**src/rtl/stall_ctrl.sv**
```systemverilog
// Hazard/stall controller for the five-stage pipeline plus the mult/div busy sequencer.
// Optional stall statistics counter is enabled by defining STALL_STATS_EN.
module stall_ctrl #(
  parameter int unsigned MULT_CYCLES = 5,
  parameter int unsigned DIV_CYCLES  = 10
) (
  input  logic        clk,
  input  logic        reset,
  input  logic [4:0]  d_rs_addr,
  input  logic [4:0]  d_rt_addr,
  input  logic [1:0]  d_tuse_rs,
  input  logic [1:0]  d_tuse_rt,
  input  logic        d_is_md,
  input  logic [4:0]  e_WriteReg,
  input  logic [1:0]  e_tnew,
  input  logic [4:0]  m_WriteReg,
  input  logic [1:0]  m_tnew,
  input  logic        e_md_start,
  input  logic        e_md_is_div,
  output logic        pc_en,
  output logic        ifid_en,
  output logic        idex_clear,
  output logic        md_busy,
`ifdef STALL_STATS_EN
  output logic        md_done,
  output logic [31:0] stall_count
`else
  output logic        md_done
`endif
);

  typedef enum logic {IDLE, BUSY} md_state_t;

  md_state_t  state, state_next;
  logic [3:0] cnt, cnt_next;
  logic       rs_stall, rt_stall, md_stall, stall;

  // The youngest producer (E) shadows M when both write the same register.
  function automatic logic src_stall(input logic [4:0] addr, input logic [1:0] tuse,
                                     input logic [4:0] e_wr, input logic [1:0] e_tn,
                                     input logic [4:0] m_wr, input logic [1:0] m_tn);
    logic r;
    r = 1'b0;
    if (addr != 5'd0) begin
      if (addr == e_wr)      r = (tuse < e_tn);
      else if (addr == m_wr) r = (tuse < m_tn);
    end
    return r;
  endfunction

  always_comb begin
    rs_stall = src_stall(d_rs_addr, d_tuse_rs, e_WriteReg, e_tnew, m_WriteReg, m_tnew);
    rt_stall = src_stall(d_rt_addr, d_tuse_rt, e_WriteReg, e_tnew, m_WriteReg, m_tnew);
    md_stall = d_is_md && (md_busy || e_md_start);
    stall    = rs_stall || rt_stall || md_stall;
    pc_en      = !stall;
    ifid_en    = !stall;
    idex_clear = stall;
  end

  always_ff @(posedge clk) begin
    if (reset) begin
      state <= IDLE;
      cnt   <= 4'd0;
    end else begin
      state <= state_next;
      cnt   <= cnt_next;
    end
  end

  // A start seen while BUSY is deliberately dropped; no reload.
  always_comb begin
    state_next = state;
    cnt_next   = cnt;
    case (state)
      IDLE: begin
        if (e_md_start) begin
          cnt_next   = e_md_is_div ? 4'(DIV_CYCLES) : 4'(MULT_CYCLES);
          state_next = BUSY;
        end
      end
      BUSY: begin
        cnt_next = cnt - 4'd1;
        if (cnt == 4'd1) state_next = IDLE;
      end
      default: begin
        cnt_next   = 4'd0;
        state_next = IDLE;
      end
    endcase
  end

  always_comb begin
    md_busy = (cnt != 4'd0);
    md_done = (cnt == 4'd1);
  end

`ifdef STALL_STATS_EN
  always_ff @(posedge clk) begin
    if (reset)      stall_count <= 32'd0;
    else if (stall) stall_count <= stall_count + 32'd1;
  end
`endif

endmodule

```
**config.mk**
```make
export PLATFORM = sky130hd
export DESIGN_NAME = stall_ctrl
export DESIGN_NICKNAME = d
export VERILOG_FILES = /design/src/rtl/stall_ctrl.sv
export SDC_FILE = /design/constraint.sdc
export NUM_CORES = 1
export LEC_CHECK = 0
export BUFFER_PORTS_ARGS = -buffer_cell sky130_fd_sc_hd__buf_4
export CAP_MARGIN = 20
export CORE_MARGIN = 1.5
export CORE_UTILIZATION = 30
export DETAILED_ROUTE_END_ITERATION = 8
export SYNTH_ARGS = -nofsm -noshare
export SYNTH_HDL_FRONTEND = slang
export SYNTH_SLANG_ARGS = --single-unit
```
**constraint.sdc**
```tcl
create_clock -name clk -period 4.7 [get_ports clk]
set_input_delay 0.705 -clock clk [delete_from_list [all_inputs] [get_ports clk]]
set_output_delay 0.705 -clock clk [all_outputs]
set_load 0.02 [all_outputs]
```
==> flow_summary.yaml <==
clock_tree:
  cts_tree: "done"
  cts_buffers: 3
  cts.repair.resized: 0
  clk_latency_ps: 240
  htree_levels: 1
  cts_setup_buffers: 0
  cts.clk_slew.worst_paths_ps: 40
  cts_root_buf: "clkbuf_4"
  cts_hold_buf: 0
  clk_path_buf_depth: 2
  cts.sinks: 5
place:
  place.gp.congestion: 0.795
  postPlaceCellArea_um2: 991
  place_hpwl_mm: 1.47
  portBuffers: 37
worst_setup_path:
  end_kind: "output pin"
  worstSetupStartpointType: "input port"
  critPathKind: "input port to output pin"
  arrival_ps: 2080
  required_ps: 3990
  cp_max_fo: 2
min_path:
  min_path_type: "register to register"
run_status:
  status: "finished, final reports clean"
route:
  first_pass_iters: 4
  via_per_inst: 4.74
  wl_mm: 1.73
  post-route-drc-count: 0
  drtIter0Drc: 6
  avgRoutedWirePerCell_um: 11.1
  postRouteAntennaNets: 0
  vias: 739
sta:
  finalHoldViolations: 0
  period_share_pct: 59.2
  slew_headroom_pct: 70.3
  clock_skew_ps: 2.04
  tns_ps: 0
  holdWs_ps: 529
  max_freq_mhz: 359
  final-max-slew-violation-count: 0
  rsz0062_at_grt: "no"
  setup_viol_count_final: 0
  tightest_slew_ps: 434
  min_period_ps: 2780
synth:
  yosysUniqueCellTypes: 28
  syn_nets: 129
  syn_area_per_cell_um2: 7.75
  syn_inst: 89
  synth_edf_count: 0
  synth_seq_cells: 5
  synth_top_area_share_pct: 16.5
  async_flop_share_pct: 0
  synth_area_um2: 689
  yosys_warnings: 0
  synth_largest_area_cell: "xor2_1"
  ys_top_cells_by_area: "xor2_1 (17%), dfxtp_1 (15%), ha_1 (13%)"
  ys_seq_area_share_pct: 14.5
  ys.flop_type: "dfxtp_1"
die:
  start_util_pct: 31.5
  die-area_um2: 2590
  fp-row-count: 17
  fp.dieW_um: 50.9
  ioPinCount: 38
  die_h_um: 50.9
  core_region_area_um2: 2190
global_routing:
  grt_max_degree: 13
  antenna_found_initial: 0
  grt_pass1_wl_mm: 2.90
  grt_pass1_vias: 678
  grt_remaining_overflow: 0
  grt_use_total_pct: 14.6
cells_and_area:
  layout_commonest_cell: "buf_4"
  syn2layout_area_growth_pct: 47.6
  nNetsFinal: 169
  final_area_um2: 1020
  nFillCells: 227
  mostFrequentLayoutCells: "buf_4 (37), xor2_1 (13), xnor2_1 (7), ha_1 (7)"
  final_util_pct: 46.4
  drive_above_1_share_pct: 31.3
  antenna_cells: 0
power_and_ir_drop:
  peakVddDrop_v: 0.000140
  power.density_nw_per_um2: 194
  power.total_uw: 197
  power_leakage_uw: 0.000472
flow_run:
  drv_cap: 0
[critical path: stages]
cell	delay, ps
buf_4	110
ha_1	270
a2111oi_0	430
nand3_1	130
mux2i_1	180
or3_1	130
buf_4	130
[sequential cells by signal (all words and copies together), names as in the netlist]
signal,flops
cnt,4
state,1
[synth_stat cells, drive strengths merged (2+ instances only)]
master / count
a211oi: 5
a21oi: 3
dfxtp: 5
ha: 7
inv: 6
mux2i: 2
nand2: 5
nand2b: 4
nand3: 3
nor2: 6
nor3: 6
o21a: 2
or3: 2
xnor2: 7
xor2: 13
[kinds of logic (layout without fill, tap and decap cells)]
group,Yosys count,after routing,synth area share (%)
muxes,2,2,2.90
DFF,5,5,14.5
and+or+nand+nor,31,31,22.9
xor gates and xnor gates,20,20,25.4
AOI/OAI and AO/OA,16,16,16.7
buffers and inverters,8,47,4.90
adders and majority gates,7,7,12.7
[layer usage]
metal  up-vias  share of wire [%]  wire (µm)  GRT usage (%)
met3         0                3.4         59           4.39
met1       333                 49        843           20.2
met5         -                  0          0              0
li1        390                  -          -              -
met4         0                  0          0           1.35
met2        16                 48        827           22.9
[cell type report]
class,instances,area (µm²),share of cell area (%)
multi-input cells,76,556,54.6
repair buffers,37,278,27.3
flip-flops and latches,5,100,9.84
well taps,28,35.0,3.44
clock buffers,4,26.3,2.58
inverters,6,22.5,2.21
[through the flow]
| stage | std cells | worst slack (ps) |
|---|---|---|
| after floorplan | 89 | 1820 |
| after global placement | 152 | 1910 |
| after detailed placement | 152 | 1880 |
| after CTS | 156 | 1870 |
| after global routing | 156 | 1750 |
| final | 156 | 1920 |
[path summary, 6_finish.rpt]
check	cells past startpoint	from	slack, ps	end
setup reg to reg	6	cnt[0]$_SDFFE_PP0P_	3570	cnt[2]$_SDFFE_PP0P_
hold / removal	2	cnt[3]$_SDFFE_PP0P_	530	cnt[3]$_SDFFE_PP0P_
setup / recovery	7	d_tuse_rs[1]	1920	idex_clear
hold reg to reg	2	cnt[3]$_SDFFE_PP0P_	530	cnt[3]$_SDFFE_PP0P_
[power breakdown]
group	internal (µW)	switching, µW	leakage, µW
Combinational	49.5	45.2	0.000416
Sequential	47.1	5.78	0.0000416
Clock	32.1	17.7	0.0000150
Total	129	68.7	0.000472
No activity file was read; power rests on OpenSTA's default activity.
